--- src/rtl/lcd_pkg.sv ---
// Shared encodings for the HD44780-style bus responder.
// Optional busy-timing model: define LCD_BUSY_MODEL_EN.
package lcd_pkg;

  typedef enum logic [1:0] {
    IDLE,
    FILL,
    WAIT
  } lcd_state_e;

  localparam logic [7:0] CMD_CLEAR   = 8'h01;
  localparam logic [7:0] CMD_HOME    = 8'h02;
  localparam logic [7:0] CMD_ENTRY   = 8'h04;
  localparam logic [7:0] CMD_DISPCTL = 8'h08;
  localparam logic [7:0] CMD_SHIFT   = 8'h10;
  localparam logic [7:0] CMD_FUNC    = 8'h20;
  localparam logic [7:0] CMD_CGRAM   = 8'h40;
  localparam logic [7:0] CMD_DDRAM   = 8'h80;

  localparam logic [6:0] LINE1_BASE = 7'h40;
  localparam logic [6:0] LINE_END   = 7'h27;
  localparam logic [7:0] SPACE      = 8'h20;

  // True when m is the highest set bit of d.
  function automatic logic cmd_hit(logic [7:0] d, logic [7:0] m);
    logic [7:0] hi;
    hi = ~((m << 1) - 8'd1);
    return ((d & hi) == 8'h00) && ((d & m) != 8'h00);
  endfunction

endpackage

--- src/rtl/lcd_ac_step.sv ---
// Next address-counter value with HD44780 two-line wrap rules.
// Out-of-range addresses step with plain 7-bit wrap.
module lcd_ac_step
  import lcd_pkg::*;
(
  input  logic [6:0] ac_i,
  input  logic       inc_i,
  output logic [6:0] ac_o
);

  always_comb begin
    ac_o = inc_i ? ac_i + 7'd1 : ac_i - 7'd1;
    if (inc_i) begin
      if (ac_i == LINE_END)
        ac_o = LINE1_BASE;
      else if (ac_i == LINE1_BASE + LINE_END)
        ac_o = 7'h00;
    end else begin
      if (ac_i == 7'h00)
        ac_o = LINE1_BASE + LINE_END;
      else if (ac_i == LINE1_BASE)
        ac_o = LINE_END;
    end
  end

endmodule

--- src/rtl/lcd_bus_responder.sv ---
// Display-side responder for the 8-bit LCD bus: 2x16 DDRAM, AC, flags.
// Define LCD_BUSY_MODEL_EN to enforce command busy timing.
module lcd_bus_responder
  import lcd_pkg::*;
#(
  parameter int CLEAR_CYCLES = 82,
  parameter int HOME_CYCLES  = 82,
  parameter int CMD_CYCLES   = 2
) (
  input  logic       clk,
  input  logic       rst,
  input  logic [7:0] lcd_data,
  input  logic       lcd_rs,
  input  logic       lcd_rw,
  input  logic       lcd_en,
  output logic [7:0] lcd_dout,
  output logic       lcd_dout_oe,
  input  logic [4:0] rd_addr,
  output logic [7:0] rd_data,
  output logic [6:0] ac,
  output logic       display_on,
  output logic       cursor_on,
  output logic       blink_on,
  output logic       entry_inc,
  output logic       entry_shift,
  output logic       busy,
  output logic       char_valid,
  output logic       cmd_valid,
  output logic       overrun
);

  localparam int WAIT_W =
    $clog2(CLEAR_CYCLES + HOME_CYCLES + CMD_CYCLES + 1);
  // WAIT lengths exclude the accept cycle and, for clear, the fill.
`ifdef LCD_BUSY_MODEL_EN
  localparam int CLR_W  = CLEAR_CYCLES - 33;
  localparam int HOME_W = HOME_CYCLES - 1;
  localparam int CMD_W  = CMD_CYCLES - 1;
`else
  localparam int CLR_W  = 0;
  localparam int HOME_W = 0;
  localparam int CMD_W  = 0;
`endif

  logic [7:0]        data_q;
  logic              rs_q, rw_q, en_q;
  lcd_state_e        state_q, state_d;
  logic [4:0]        fill_q, fill_d;
  logic [WAIT_W-1:0] wait_q, wait_d;
  logic [7:0]        ddram_q [32];
  logic [6:0]        ac_q, ac_d, ac_nx;
  logic              disp_q, disp_d, curs_q, curs_d;
  logic              blink_q, blink_d, inc_q, inc_d;
  logic              shift_q, shift_d, ovr_q;
  logic              cmd_q, chr_q, oe_q;
  logic [7:0]        dout_q, rdd_q, ddram_rd;
  logic              strobe, wr_stb, rd_stb, busy_w;
  logic              acc, cmd_acc, chr_acc, inc_sel;
  logic              wr_en, cmd_pulse, chr_pulse;
  logic [4:0]        wr_idx;
  logic [7:0]        wr_val;

  assign busy_w  = (state_q != IDLE);
  assign strobe  = en_q & ~lcd_en;
  assign wr_stb  = strobe & ~rw_q;
  assign rd_stb  = strobe & rw_q;
  assign acc     = wr_stb & ~busy_w;
  assign cmd_acc = acc & ~rs_q & (data_q != 8'h00);
  assign chr_acc = acc & rs_q;
  assign inc_sel = (~rs_q & cmd_hit(data_q, CMD_SHIFT)) ?
                   data_q[2] : inc_q;
  assign ddram_rd = (ac_q[5:4] == 2'b00) ?
                    ddram_q[{ac_q[6], ac_q[3:0]}] : SPACE;

  lcd_ac_step u_step (
    .ac_i  (ac_q),
    .inc_i (inc_sel),
    .ac_o  (ac_nx)
  );

  always_comb begin
    state_d   = state_q;
    fill_d    = fill_q;
    wait_d    = wait_q;
    ac_d      = ac_q;
    disp_d    = disp_q;
    curs_d    = curs_q;
    blink_d   = blink_q;
    inc_d     = inc_q;
    shift_d   = shift_q;
    wr_en     = 1'b0;
    wr_idx    = fill_q;
    wr_val    = SPACE;
    cmd_pulse = 1'b0;
    chr_pulse = 1'b0;
    unique case (state_q)
      FILL: begin
        wr_en  = 1'b1;
        fill_d = fill_q + 5'd1;
        if (fill_q == 5'd31) begin
          state_d = IDLE;
          if (CLR_W > 0) begin
            state_d = WAIT;
            wait_d  = WAIT_W'(CLR_W - 1);
          end
        end
      end
      WAIT: begin
        if (wait_q == '0) state_d = IDLE;
        else wait_d = wait_q - WAIT_W'(1);
      end
      default: ;
    endcase
    if (rd_stb && rs_q) ac_d = ac_nx;
    if (chr_acc) begin
      chr_pulse = 1'b1;
      ac_d      = ac_nx;
      if (ac_q[5:4] == 2'b00) begin
        wr_en  = 1'b1;
        wr_idx = {ac_q[6], ac_q[3:0]};
        wr_val = data_q;
      end
      if (CMD_W > 0) begin
        state_d = WAIT;
        wait_d  = WAIT_W'(CMD_W - 1);
      end
    end
    if (cmd_acc) begin
      cmd_pulse = 1'b1;
      if (CMD_W > 0) begin
        state_d = WAIT;
        wait_d  = WAIT_W'(CMD_W - 1);
      end
      unique case (1'b1)
        cmd_hit(data_q, CMD_DDRAM): ac_d = data_q[6:0];
        cmd_hit(data_q, CMD_SHIFT): begin
          if (!data_q[3]) ac_d = ac_nx;
        end
        cmd_hit(data_q, CMD_DISPCTL): begin
          {disp_d, curs_d, blink_d} = data_q[2:0];
        end
        cmd_hit(data_q, CMD_ENTRY): {inc_d, shift_d} = data_q[1:0];
        cmd_hit(data_q, CMD_HOME): begin
          ac_d    = '0;
          state_d = IDLE;
          if (HOME_W > 0) begin
            state_d = WAIT;
            wait_d  = WAIT_W'(HOME_W - 1);
          end
        end
        cmd_hit(data_q, CMD_CLEAR): begin
          ac_d    = '0;
          inc_d   = 1'b1;
          state_d = FILL;
          fill_d  = '0;
        end
        default: ;
      endcase
    end
  end

  always_ff @(posedge clk) begin
    if (rst) begin
      data_q  <= '0;
      rs_q    <= 1'b0;
      rw_q    <= 1'b0;
      en_q    <= 1'b0;
      state_q <= IDLE;
      fill_q  <= '0;
      wait_q  <= '0;
      ac_q    <= '0;
      disp_q  <= 1'b0;
      curs_q  <= 1'b0;
      blink_q <= 1'b0;
      inc_q   <= 1'b1;
      shift_q <= 1'b0;
      ovr_q   <= 1'b0;
      cmd_q   <= 1'b0;
      chr_q   <= 1'b0;
      oe_q    <= 1'b0;
      dout_q  <= '0;
      rdd_q   <= SPACE;
      for (int i = 0; i < 32; i++) ddram_q[i] <= SPACE;
    end else begin
      data_q  <= lcd_data;
      rs_q    <= lcd_rs;
      rw_q    <= lcd_rw;
      en_q    <= lcd_en;
      state_q <= state_d;
      fill_q  <= fill_d;
      wait_q  <= wait_d;
      ac_q    <= ac_d;
      disp_q  <= disp_d;
      curs_q  <= curs_d;
      blink_q <= blink_d;
      inc_q   <= inc_d;
      shift_q <= shift_d;
      ovr_q   <= ovr_q | (wr_stb & busy_w);
      cmd_q   <= cmd_pulse;
      chr_q   <= chr_pulse;
      oe_q    <= lcd_rw & lcd_en;
      if (lcd_rw && lcd_en)
        dout_q <= lcd_rs ? ddram_rd : {busy_w, ac_q};
      // Forward this cycle's write so rd_data shows the settled entry.
      rdd_q <= (wr_en && wr_idx == rd_addr) ? wr_val : ddram_q[rd_addr];
      if (wr_en) ddram_q[wr_idx] <= wr_val;
    end
  end

  assign lcd_dout    = dout_q;
  assign lcd_dout_oe = oe_q;
  assign rd_data     = rdd_q;
  assign ac          = ac_q;
  assign display_on  = disp_q;
  assign cursor_on   = curs_q;
  assign blink_on    = blink_q;
  assign entry_inc   = inc_q;
  assign entry_shift = shift_q;
  assign busy        = busy_w;
  assign char_valid  = chr_q;
  assign cmd_valid   = cmd_q;
  assign overrun     = ovr_q;

endmodule
--- config.mk ---
export PLATFORM = sky130hd
export DESIGN_NAME = lcd_bus_responder
export DESIGN_NICKNAME = d
export VERILOG_FILES = /design/src/rtl/lcd_pkg.sv /design/src/rtl/lcd_ac_step.sv /design/src/rtl/lcd_bus_responder.sv
export SDC_FILE = /design/constraint.sdc
export NUM_CORES = 1
export LEC_CHECK = 0
export CAP_MARGIN = 25
export CORE_MARGIN = 2
export CORE_UTILIZATION = 39
export CTS_CLUSTER_DIAMETER = 50
export DETAILED_ROUTE_END_ITERATION = 8
export HOLD_SLACK_MARGIN = 0.05
export SYNTH_ARGS = -nofsm -noshare
export SYNTH_HDL_FRONTEND = slang
export SYNTH_SLANG_ARGS = --single-unit
--- constraint.sdc ---
create_clock -name clk -period 3.8 [get_ports clk]
set_clock_uncertainty 0.15 [all_clocks]
set_input_delay 0.76 -clock clk [delete_from_list [all_inputs] [get_ports clk]]
set_output_delay 0.76 -clock clk [all_outputs]
set_load 0.005 [all_outputs]
**Yosys cells after proc, flatten, opt, wreduce, memory -nomap -nowiden**

Memories as Yosys holds them, arrays and structs flattened. A register that Yosys moved wholly into a read port is not among the register bits.
Cells that the tools add are included.

- Flip-flop bits (word level): 50
- Bits in latches: 0
- Memory bits (writable): 256
- Memory bits (read-only): 0
- Output and inout port bits: 33
- Logic and storage cells: 110
- Memories: 1

- Add/subtract/negate cells: 4
- $mul: 0
- Divide/modulo/power cells: 0
- Order comparisons: 0
- Eq/ne operators: 6
- Shift-type cells: 0
- Mux-type cells: 41
- Bitwise operators: 16
- Reduce and logical (&&, ||, !) cells: 24

Memories:

| memory | depth | width | rd ports | clocked after Yosys merged registers in | write ports | RTL line | RTL |
|---|---|---|---|---|---|---|---|
| ddram_q | 32 | 8 | 2 | 2 | 32 | lcd_bus_responder.sv:50 | `logic [7:0] ddram_q [32];` |

Operators by type and width:

| operator | number |
|---|---|
| two-way mux 7 bit | 10 |
| logical NOT 8 bit | 6 |
| two-way mux 8 bit | 5 |
| two-way mux 5 bit | 7 |
| one-hot mux 7 bit (3 select lines) | 1 |
| == test 7 bit, second input constant | 2 |
| two-way mux 1 bit | 12 |
| AND 1 bit | 10 |
| one-hot mux 2 bit (2 select lines) | 2 |
| AND reduction 2 bit | 4 |
| nonzero test 8 bit | 1 |
| OR reduction 8 bit | 1 |
| subtractor 8 x 1 -> 8 bit, second input constant | 1 |
| adder 7 x 1 -> 7 bit, second input constant | 1 |
| == test 7 x 6 -> 1 bit, second input constant | 1 |
| logical AND 1 bit | 7 |
| logical NOT 7 bit | 1 |
| subtractor 7 x 1 -> 7 bit, second input constant | 1 |
| two-way mux 2 bit | 3 |
| adder 5 x 1 -> 5 bit, second input constant | 1 |
| == test 5 bit, second input constant | 1 |
| NOT 1 bit | 5 |
| nonzero test 2 bit | 2 |
| == test 2 x 1 -> 1 bit, second input constant | 1 |
| other kinds (5) | 5 |

**Depth between registers and ports, before layout**

Gate-level depths: netlist (run 1).

- Depth after elaboration: 14
- Depth in mapped cells: 12
- Depth with buffers taken out: 11

**Cells and area by module**

A second synthesis (run 1) with hierarchy kept.

- Cell total of the unflattened synthesis: 1272
- Area total of the unflattened synthesis: 16440.8 um^2

Modules (own cells, without submodules):

| module | instances | cells each | area each (um^2) |
|---|---|---|---|
| lcd_bus_responder | 1 | 1229 | 16124.2 |
| lcd_ac_step | 1 | 43 | 316.6 |

**Least setup slack after synthesis (run 1)**

Ideal clock, no wire load.

- Path kind: input-to-reg
- Start point: input port lcd_en
- End point: memory ddram_q[15][0], enable pin
- Arrival time: 2.555 ns
- Data required time: 3.316 ns
- Path slack: 0.761 ns
- Cell stages on the path: 6
- Buffers on the path: 1
- Path through: and4bb_1 nand3_1 buf_2 o31ai_1 nand2_1 nand2b_1

RTL lines:

| what | RTL line | RTL |
|---|---|---|
| from (decl) | lcd_bus_responder.sv:15 | `input logic lcd_en,` |
| to (decl) | lcd_bus_responder.sv:50 |  |

**Worst setup path after layout (run 1)**

- Start point: register data_q[5]
- End point: register ac_q[4], in the netlist ac[4]

- Longest elaborated chain between the ends: 13
- Elaborated cells between the ends (all ways): 22
- Those cells by class: mux (12); bitwise (2); reduce/logical (8)

Ends and longest elaborated chain:

| what | RTL line | RTL |
|---|---|---|
| from (decl) | lcd_bus_responder.sv:45 | `logic [7:0] data_q;` |
| from (signal assigned) | lcd_bus_responder.sv:185 | `data_q <= lcd_data;` |
| logical NOT 8 bit | lcd_pkg.sv:28 | `return ((d & hi) == 8'h00) && ((d & m) != 8'h00);` |
| logical AND 1 bit | lcd_pkg.sv:28 |  |
| AND 1 bit | lcd_bus_responder.sv:70 | `assign inc_sel = (~rs_q & cmd_hit(data_q, CMD_SHIFT)) ?` |
| two-way mux 1 bit | lcd_bus_responder.sv:70 |  |
| two-way mux 7 bit | lcd_ac_step.sv:12 | `ac_o = inc_i ? ac_i + 7'd1 : ac_i - 7'd1;` |
| two-way mux 7 bit (on tied branches) | lcd_ac_step.sv:21, lcd_ac_step.sv:16 |  |
| two-way mux 7 bit (on tied branches) | lcd_ac_step.sv:19, lcd_ac_step.sv:14 |  |
| two-way mux 7 bit | lcd_ac_step.sv:13 | `if (inc_i) begin` |
| two-way mux 7 bit | lcd_bus_responder.sv:114 | `if (rd_stb && rs_q) ac_d = ac_nx;` |
| two-way mux 7 bit | lcd_bus_responder.sv:115 | `if (chr_acc) begin` |
| two-way mux 7 bit | lcd_bus_responder.sv:137 | `if (!data_q[3]) ac_d = ac_nx;` |
| one-hot mux 7 bit (3 select lines) | lcd_bus_responder.sv:134 | `unique case (1'b1)` |
| two-way mux 7 bit * | lcd_bus_responder.sv:128 | `if (cmd_acc) begin` |
| to (signal assigned) | lcd_bus_responder.sv:171 | `ac_q <= '0;` |
| to (signal assigned) | lcd_bus_responder.sv:192 | `ac_q <= ac_d;` |
| to (decl) | lcd_bus_responder.sv:51 | `logic [6:0] ac_q, ac_d, ac_nx;` |

Mark *: on every way between the ends. The rest lies on a longest branch, timed or not.
A chain may end at the register's enable or synchronous reset.

==> run metrics, run 1 <==
placement row count 75; # DRC 0; Worst Setup Start Kind flip-flop; setup TNS 0 ns; commonest cells after routing, fill and taps aside nor2_1 (268), edfxtp_1 (256), mux4_2 (141); status finished, final reports clean; Hold WC Path Type reg -> reg; io pins just over 50; Max FO, Critical Path 7; Max-cap violations 0; post-synthesis cell area around 16,000 um2; drt via density around 6; Yosys reg bits ~310; 1st-iter DRT viols approximately 1,300; CTS resizes 0; CP Launch Point data_q[5]$_SDFF_PP0_; Leak Pwr between 6 and 7 nW; Placed Area 18,000 um2; Slew HR around 43%; Main synth FF type edfxtp_1; Reg2Reg Capture Point ac[4]$_SDFF_PP0_; syn nets about 1,300; 1st-pass router iterations 6; initial antenna violation count 0; sequential fraction of the synthesis area a little over half; asr flop ratio synth 0%; final hold violations 0; ANT cells 0; Req. time, crit path roughly 4 ns; clk_lat worst skew between 0.5 and 0.6 ns; chip width approximately 210 um; kind of end point of the critical path flip-flop; Final ANT Viol Nets 0; Syn Area/Cell roughly 13 um2; pwr dens 412.4 nW/um2; Worst EP arrival around 3.6 ns; Core ar. about 42,000 um2; peak supply drop ~0.00025 V; Fmax about 300 MHz; first-pass GRT wire length ~71,000 um; Worst-path clk slew roughly 0.060 ns; EDFF count, synth about 260; number of global-route vias before repair roughly 11,000; yosys warns 0; distinct cell type count after synthesis just over 60; Post-CTS Setup Inserts 0; R2R Setup Slk about 0.47 ns; DR WL/cell around 24 um; crit path kind reg -> reg; Nets approximately 1,400; share of layout cells above drive strength 1 between 20 and 25%; Slew Viols, Final 0; min cycle time layout between 3 and 4 ns; Vias 11,320; Root Driver clkbuf_16; Final Non-Filler Cells roughly 1,900; GRT Overall Usage a little over a fifth; H-tree depth 2; cell area after layout 19,110 um2; port bufs 50; Die Height roughly 210 um; FF-to-FF Start data_q[5]$_SDFF_PP0_; Post-DP HPWL 34,730 um; total congestion overflow 0; final WL between 40,000 and 50,000 um; Hold Slack ~0.31 ns; CTS tree done; largest net degree at the start of global routing 46; Fillers roughly 3,800; Slew @ Worst Pin roughly 0.83 ns; clock buffer depth 3; area occupied by multi-input gates 7096 um2; most common cell after layout, fill and taps aside nor2_1; final period utilization ~90%; Num Clock Sinks around 310; Die ar. 43,890 um2; initial core utilization between 30 and 40%; GPL Wtd Cong 0.9109; setup violators final 0; DP Cell Count 1,872; Syn Inst Count ~1,300; sequential cell area roughly 8900 um2; R2R depth 11; Hold-fix buffers, CTS 0; Critical path destination ac[4]$_SDFF_PP0_; unrepaired setup endpoints after global routing false; Syn-to-layout area delta 16.05%; total clock buffers created by CTS 37
==> flip-flops by register name, summed over array words and instances, names as in the netlist, 2 cells and up <==
register,cells
state_q,2
data_q,8
fill_q,5
wait_q,8
rd_data,8
ddram_q,256
ac,7
lcd_dout,8
==> worst max-delay path, cell delays in order, from the launching register on <==
cell,delay [ns]
dfxtp_1,0.48
or4b_4,0.64
o21ai_2,0.18
and2_1,0.32
xnor2_1,0.11
ha_1,0.26
nor2_1,0.18
nand2_1,0.09
mux2_2,0.32
a21o_1,0.16
a221oi_1,0.24
nor2_1,0.06
==> kinds of logic after synthesis <==
| logic type | Yosys count | synth area share, % |
|---|---|---|
| adders and majority gates | 8 | 0.6077 |
| muxes | 177 | 21.48 |
| AOI/OAI and AO/OA | 122 | 5.143 |
| and+or+nand+nor | 523 | 14.61 |
| buffers and inverters | 124 | 3.213 |
| DFF | 314 | 53.72 |
| xor gates and xnor gates | 23 | 1.223 |
==> through the flow <==
stage	util [%]	worst slack [ns]	total power, W
final	45.67	0.4722	0.007883
after global placement	43.00	0.1178	0.004641
after detailed placement	43.00	0.1179	0.004652
after CTS	45.67	0.4844	0.007925
after global routing	45.67	0.2722	0.008113
after floorplan	-	0.7608	0.004376
==> cells in the mapped netlist (12+ instances only) <==
library cell  instances  area share (%)
a211oi_1             37             1.7
a21oi_1              21            0.64
buf_1                13            0.30
buf_2                33             1.0
clkbuf_1             58             1.3
dfxtp_1              58             7.0
edfxtp_1            256              47
inv_1                15            0.34
mux2i_1              34             2.1
mux4_2              141              19
nand2_1              72             1.6
nand2b_1             40             1.5
nand3_1              51             1.5
nor2_1              269             6.1
nor2b_1              24            0.91
nor3_1               15            0.46
o21ai_0              14            0.43
xnor2_1              12            0.64
==> worst min path at each step <==
stage,startpoint,endpoint,slack (ns),cells after the start
after floorplan,entry_shift$_SDFFE_PP0P_,entry_shift$_SDFFE_PP0P_,0.30,2
after global placement,entry_shift$_SDFFE_PP0P_,entry_shift$_SDFFE_PP0P_,0.30,2
after detailed placement,entry_shift$_SDFFE_PP0P_,entry_shift$_SDFFE_PP0P_,0.30,2
after CTS,entry_shift$_SDFFE_PP0P_,entry_shift$_SDFFE_PP0P_,0.31,2
after global routing,entry_shift$_SDFFE_PP0P_,entry_shift$_SDFFE_PP0P_,0.33,2
final,entry_shift$_SDFFE_PP0P_,entry_shift$_SDFFE_PP0P_,0.31,2
==> layout make-up <==
type | instances | share of cell area, %
Timing Repair Buffer | 151 | 6.886
Sequential cell | 314 | 46.33
Clock inverter | 13 | 0.4320
Multi-Input combinational cell | 853 | 37.12
Inverter | 15 | 0.2946
Tap cell | 539 | 3.528
Clock buffer | 49 | 5.407
==> where the power goes <==
| part | total (W) | leakage, nW | internal [W] | switching, W |
|---|---|---|---|---|
| clock | 0.00330 | 0.547 | 0.00191 | 0.00138 |
| sequential | 0.00390 | 3.00 | 0.00381 | 0.0000864 |
| combinational | 0.000687 | 2.63 | 0.000321 | 0.000365 |
| total | 0.00788 | 6.18 | 0.00605 | 0.00183 |
==> layer usage <==
layer,GRT usage (%),share of wire (%),vias to the layer above
met2,35.60,48,501
li1,-,-,5045
met5,0,0,-
met4,6.456,2.7,0
met3,3.053,8.1,61
met1,30.47,41,5716
(Power assumes the default switching activity.)
==> run 2, diff against run 1 <==
- CTS_CLUSTER_DIAMETER: 50 -> 150
- SLEW_MARGIN: default -> 40
- SYNTH_HIERARCHICAL: default -> 1
==> run metrics, run 2 <==
final core area utilization 45.61% (-0.059 points); peak supply drop 0.0002155 V (-15%); setup violators final 0 (unchanged); FF-to-FF Start data_q[5]$_SDFF_PP0_; Worst-path clk slew 0.06 ns (about the same); port bufs 50 (unchanged); Max-cap violations 0 (unchanged); number of global-route vias before repair 11,180 (+1.7%); DR WL/cell 25.82 um (+5.6%); top-count cell post-synth nor2_1; chip width 209.3 um (about the same); ranking of synthesized cells by area edfxtp_1 (47%), mux4_2 (20%), dfxtp_1 (7.1%); Yosys reg bits 314 (unchanged); total clock buffers created by CTS 34 (-8.1%); Top reg by flops ddram_q; placement row count 75 (unchanged); io pins 51 (unchanged); H-tree depth 2 (unchanged); Die Height 209.3 um (about the same); status finished, final reports clean; final hold violations 0 (unchanged); asr flop ratio synth 0% (unchanged); Main synth FF type edfxtp_1; initial antenna violation count 0 (unchanged); first-pass GRT wire length 73,780 um (+3.2%); Slew HR 53.71% (+11 points); Syn Inst Count 1,272 (-1.5%); 1st-pass router iterations 7 (+1); # DRC 0 (unchanged); initial core utilization 39.37% (about the same); kind of end point of the critical path flip-flop; distinct cell type count after synthesis 63 (+3.3%); Hold WC Path Type reg -> reg; crit path kind reg -> reg; total congestion overflow 0 (unchanged); Post-DP HPWL 33,990 um (-2.1%); max reg flops 256 (unchanged); unrepaired setup endpoints after global routing false; Post-CTS Setup Inserts 0 (unchanged); share of layout cells above drive strength 1 22.13% (-0.30 points); sequential fraction of the synthesis area 53.82% (+0.098 points); Fillers 3,694 (-2.4%); pwr dens 423.1 nW/um2 (+2.6%); yosys warns 6 (+6); 1st-iter DRT viols 1,394 (+6.7%); Max FO, Critical Path 8 (+1); hold depth 2 (unchanged); GPL Wtd Cong 0.9305 (+2.2%); Root Driver clkbuf_16; Post-synth top cells nor2_1 (262), edfxtp_1 (256), mux4_2 (146); clk_lat worst skew 0.53 ns (about the same); Core ar. 41,760 um2 (-0.22%); R2R depth 15 (+4); Syn-to-layout area delta 15.85%; EDFF count, synth 256 (unchanged); Vias 11,520 (+1.7%); ANT cells 0 (unchanged); Final Power 0.008059 W (+2.2%); Req. time, crit path 4.05 ns (-0.02 ns); CP Launch Point data_q[5]$_SDFF_PP0_; Final ANT Viol Nets 0 (unchanged); final period utilization 92.91% (+5.3 points); Hold Crit Start lcd_dout[6]$_SDFFE_PP0P_; share of the synthesized area in the top cell type 46.76% (+0.085 points); setup TNS 0 ns (unchanged); drt via density 6.064 (+3.6%); syn nets 1,303 (-1.1%); R2R Setup Slk 0.27 ns (-0.20 ns); commonest cells after routing, fill and taps aside nor2_1 (261), edfxtp_1 (256), mux4_2 (146); largest net degree at the start of global routing 47 (+2.2%); final WL 49,030 um (+3.7%); post-synthesis cell area 16,440 um2 (-0.18%); clock buffer depth 3 (unchanged); Nets 1,365 (-2.4%); Leak Pwr 6.076 nW (-1.7%); Worst Setup Start Kind flip-flop; min cycle time layout 3.531 ns (+0.2030 ns); Slew Viols, Final 0 (unchanged); Worst EP arrival 3.78 ns (+0.19 ns); Num Clock Sinks 314 (unchanged); Syn Area/Cell 12.93 um2 (+1.3%); most common cell after layout, fill and taps aside nor2_1; Fmax 283.2 MHz (-5.7%); GRT Overall Usage 22.69% (+0.91 points); Slew @ Worst Pin 0.6944 ns (-0.1395 ns); largest area contributor in the netlist edfxtp_1; CTS tree done; Die ar. 43,810 um2 (-0.18%)
[run 2: cell types whose count changed after synthesis, sizes merged, moves of 9 or more]
cell    previous run  this run
nand2b            40        10
a211oi            37         8
o21ai             20        40
nand4              7        22
buf               51        38
nand2             72        83
o22ai              2        11
[run 2: timing repair]
| item | 4_1_cts | 5_1_grt |
|---|---|---|
| hold buffers | 0 | 0 |
| endpoints found under the setup margin | 0 | 2 |
| gates resized for setup | 0 | 1 |
[run 2: worst paths after layout]
check | to
worst min register to register | lcd_dout[6]$_SDFFE_PP0P_
worst max register to register | ac[5]$_SDFF_PP0_
worst max-delay path | ac[5]$_SDFF_PP0_
worst min-delay path | lcd_dout[6]$_SDFFE_PP0P_
[run 2: layer usage]
| metal | wire (um) | GRT usage, % |
|---|---|---|
| met5 | 0 | 0 |
| met4 | 1367 | 6.773 |
| met3 | 4565 | 3.935 |
| met2 | 23060 | 36.70 |
| met1 | 20040 | 31.55 |
[run 2: logic make-up after synthesis]
group | Yosys count | synth area share [%]
buffers and inverters | 120 | 3.090
adder cells (fa/ha/maj) | 13 | 1.035
XOR/XNOR | 17 | 0.9056
flip-flops | 314 | 53.82
AO/OA/AOI/OAI | 121 | 4.749
AND/OR/NAND/NOR | 493 | 13.42
multiplexers | 194 | 22.98
[run 2: per-stage QoR]
| step | std cells | hold slack [ns] | worst slack [ns] | cell area, um2 |
|---|---|---|---|---|
| 2_1_floorplan | 1272 | 0.3027 | 0.3446 | 16440 |
| 3_3_place_gp | 1837 | 0.2965 | 0.2964 | 17880 |
| 3_5_place_dp | 1837 | 0.3006 | 0.2194 | 17880 |
| 4_1_cts | 1899 | 0.3090 | 0.1943 | 19040 |
| 5_1_grt | 1899 | 0.3291 | 0.05814 | 19050 |
| 6_report | 1899 | 0.3078 | 0.2693 | 19050 |
[run 2: worst max-delay path, cell delays in order (launching register included)]
cell,delay (ns)
dfxtp_1,0.36
nor3_1,0.27
nand2_1,0.11
nor2_1,0.11
mux2_2,0.39
clkinvlp_4,0.15
ha_1,0.25
a211oi_1,0.34
o21bai_1,0.12
a21oi_1,0.19
xor2_1,0.16
o21ai_0,0.12
mux2_2,0.30
mux2i_1,0.14
a2bb2oi_1,0.17
a21oi_1,0.08
[run 2: where the power goes]
| group | internal (W) | leakage, nW | switching, W | total (W) |
|---|---|---|---|---|
| sequential | 0.00381 | 3.00 | 0.0000874 | 0.00390 |
| combinational | 0.000307 | 2.51 | 0.000352 | 0.000658 |
| clock | 0.00209 | 0.559 | 0.00140 | 0.00350 |
| total | 0.00621 | 6.08 | 0.00184 | 0.00806 |
[run 2: layout make-up]
| class | instances | area [um2] | area share (%) |
|---|---|---|---|
| Clock buffer | 43 | 894.6 | 4.697 |
| Clock inverter | 19 | 267.8 | 1.406 |
| Inverter | 17 | 67.56 | 0.3547 |
| Multi-Input combinational cell | 838 | 7087 | 37.21 |
| Sequential cell | 314 | 8857 | 46.50 |
| Tap cell | 539 | 674.4 | 3.541 |
| Timing Repair Buffer | 129 | 1199 | 6.293 |
==> run 3, diff against run 2 <==
- PLACE_DENSITY: default -> 0.59
==> run metrics, run 3 (synthesis gave the netlist of run 2 again) <==
Leak Pwr 6.015 nW (-1.0%); setup TNS 0 ns (unchanged); Hold WC Path Type reg -> reg; GRT Overall Usage 22.69% (about the same); Max FO, Critical Path 8 (unchanged); Placed Area 17,870 um2 (about the same); clock buffer depth 3 (unchanged); crit path kind reg -> reg; most common cell after layout, fill and taps aside nor2_1; R2R Setup Slk 0.32 ns (+0.05 ns); min cycle time layout 3.481 ns (-0.04979 ns); Syn-to-layout area delta 14.98%; status finished, final reports clean; CTS resizes 0 (unchanged); number of global-route vias before repair 11,130 (-0.38%); 1st-iter DRT viols 1,526 (+9.5%); placement row count 75 (unchanged); Reg2Reg Capture Point ac[5]$_SDFF_PP0_; Top reg by flops ddram_q; total clock buffers created by CTS 35 (+2.9%); R2R depth 15 (unchanged); Slew HR 54.23% (+0.53 points); max reg flops 256 (unchanged); Slew Viols, Final 0 (unchanged); peak supply drop 0.0002232 V (+3.6%); Core ar. 41,760 um2 (unchanged); hold depth 2 (unchanged); CTS tree done; Post-DP HPWL 34,560 um (+1.7%); Max-cap violations 0 (unchanged); setup violators final 0 (unchanged); final period utilization 91.60% (-1.3 points); initial core utilization 39.37% (unchanged); Hold-fix buffers, CTS 0 (unchanged); Die Height 209.3 um (unchanged); final WL 48,860 um (-0.35%); Post-CTS Setup Inserts 0 (unchanged); ANT cells 0 (unchanged); kind of end point of the critical path flip-flop; Final Non-Filler Cells 1,903 (+0.21%); first-pass GRT wire length 73,480 um (-0.41%); DR WL/cell 25.67 um (-0.56%); FF-to-FF Start data_q[6]$_SDFF_PP0_; share of layout cells above drive strength 1 21.99% (-0.14 points); Place WS 0.2094 ns (-0.009998 ns); Final ANT Viol Nets 0 (unchanged); WHS Endpoint entry_shift$_SDFFE_PP0P_; final hold violations 0 (unchanged); io pins 51 (unchanged); Root Driver clkbuf_16; final worst slack 0.3191 ns (+0.04979 ns); Fmax 287.3 MHz (+1.4%); H-tree depth 2 (unchanged); 1st-pass router iterations 6 (-1); Slew @ Worst Pin 0.6861 ns (-0.008286 ns); Vias 11,510 (-0.087%); Die ar. 43,810 um2 (unchanged); Nets 1,370 (+0.37%); pwr dens 407.5 nW/um2 (-3.7%); drt via density 6.046 (-0.30%); Hold Crit Start entry_shift$_SDFFE_PP0P_; total congestion overflow 0 (unchanged); initial antenna violation count 2 (+2); GPL Wtd Cong 0.9360 (+0.59%); Worst EP arrival 3.74 ns (-0.04 ns); unrepaired setup endpoints after global routing false; cell area after layout 18,900 um2 (-0.75%); chip width 209.3 um (unchanged); Worst-path clk slew 0.06 ns (about the same); # DRC 0 (unchanged); Worst Setup Start Kind flip-flop; commonest cells after routing, fill and taps aside nor2_1 (261), edfxtp_1 (256), mux4_2 (146); Fillers 3,729 (+0.95%); largest net degree at the start of global routing 62 (+32%); DP Cell Count 1,841 (+0.22%); Num Clock Sinks 314 (unchanged); port bufs 50 (unchanged); Req. time, crit path 4.05 ns (about the same); clk_lat worst skew 0.53 ns (about the same)
[run 3: area by class of cell]
type / count / area [um2] / area share (%)
inverters: 17 / 67.56 / 0.3574
clock inverters: 17 / 108.9 / 0.5758
clock buffers: 45 / 913.4 / 4.832
flip-flops and latches: 314 / 8857 / 46.85
repair buffers: 133 / 1191 / 6.301
well taps: 539 / 674.4 / 3.567
multi-input cells: 838 / 7092 / 37.51
[run 3: layer usage]
layer | wire length (um) | share of wire, % | global-route usage (%) | vias to the layer above
met2 | 23210 | 48 | 36.54 | 610
met3 | 4513 | 9.2 | 3.861 | 85
met5 | 21 | 0.043 | 0 | -
met1 | 19590 | 40 | 31.52 | 5833
met4 | 1522 | 3.1 | 7.340 | 4
li1 | - | - | - | 4974
[run 3: worst max-delay path by stage]
stage,end,depth (start not counted),startpoint
after floorplan,ac[6]$_SDFF_PP0_,16,data_q[7]$_SDFF_PP0_
after global placement,ac[6]$_SDFF_PP0_,15,data_q[5]$_SDFF_PP0_
after detailed placement,ac[6]$_SDFF_PP0_,15,data_q[6]$_SDFF_PP0_
after CTS,ac[6]$_SDFF_PP0_,15,data_q[6]$_SDFF_PP0_
after global routing,ac[5]$_SDFF_PP0_,15,data_q[6]$_SDFF_PP0_
final,ac[5]$_SDFF_PP0_,15,data_q[6]$_SDFF_PP0_
[run 3: through the flow]
stage | hold WS (ns) | utilization [%] | power [W]
after floorplan | 0.3027 | - | 0.004352
after global placement | 0.2958 | 42.80 | 0.004617
after detailed placement | 0.3037 | 42.80 | 0.004622
after CTS | 0.3126 | 45.25 | 0.007746
after global routing | 0.3323 | 45.27 | 0.007928
final | 0.3054 | 45.27 | 0.007703
[run 3: worst max-delay path, stage by stage (launching register included)]
cell and delay, ns:
dfxtp_1 0.34, nor3_2 0.22, nand2_1 0.09, nor2_1 0.12
mux2_2 0.39, clkinvlp_4 0.16, ha_1 0.26, a211oi_1 0.32
o21bai_1 0.15, a21oi_1 0.19, xor2_1 0.17, o21ai_0 0.12
mux2_2 0.29, mux2i_1 0.14, a2bb2oi_1 0.17, a21oi_1 0.08
[run 3: where the power goes]
group / switching [W] / internal, W / total, W
clock network: 0.00138 / 0.00177 / 0.00315
registers: 0.0000860 / 0.00381 / 0.00390
logic: 0.000352 / 0.000304 / 0.000657
total: 0.00182 / 0.00589 / 0.00770
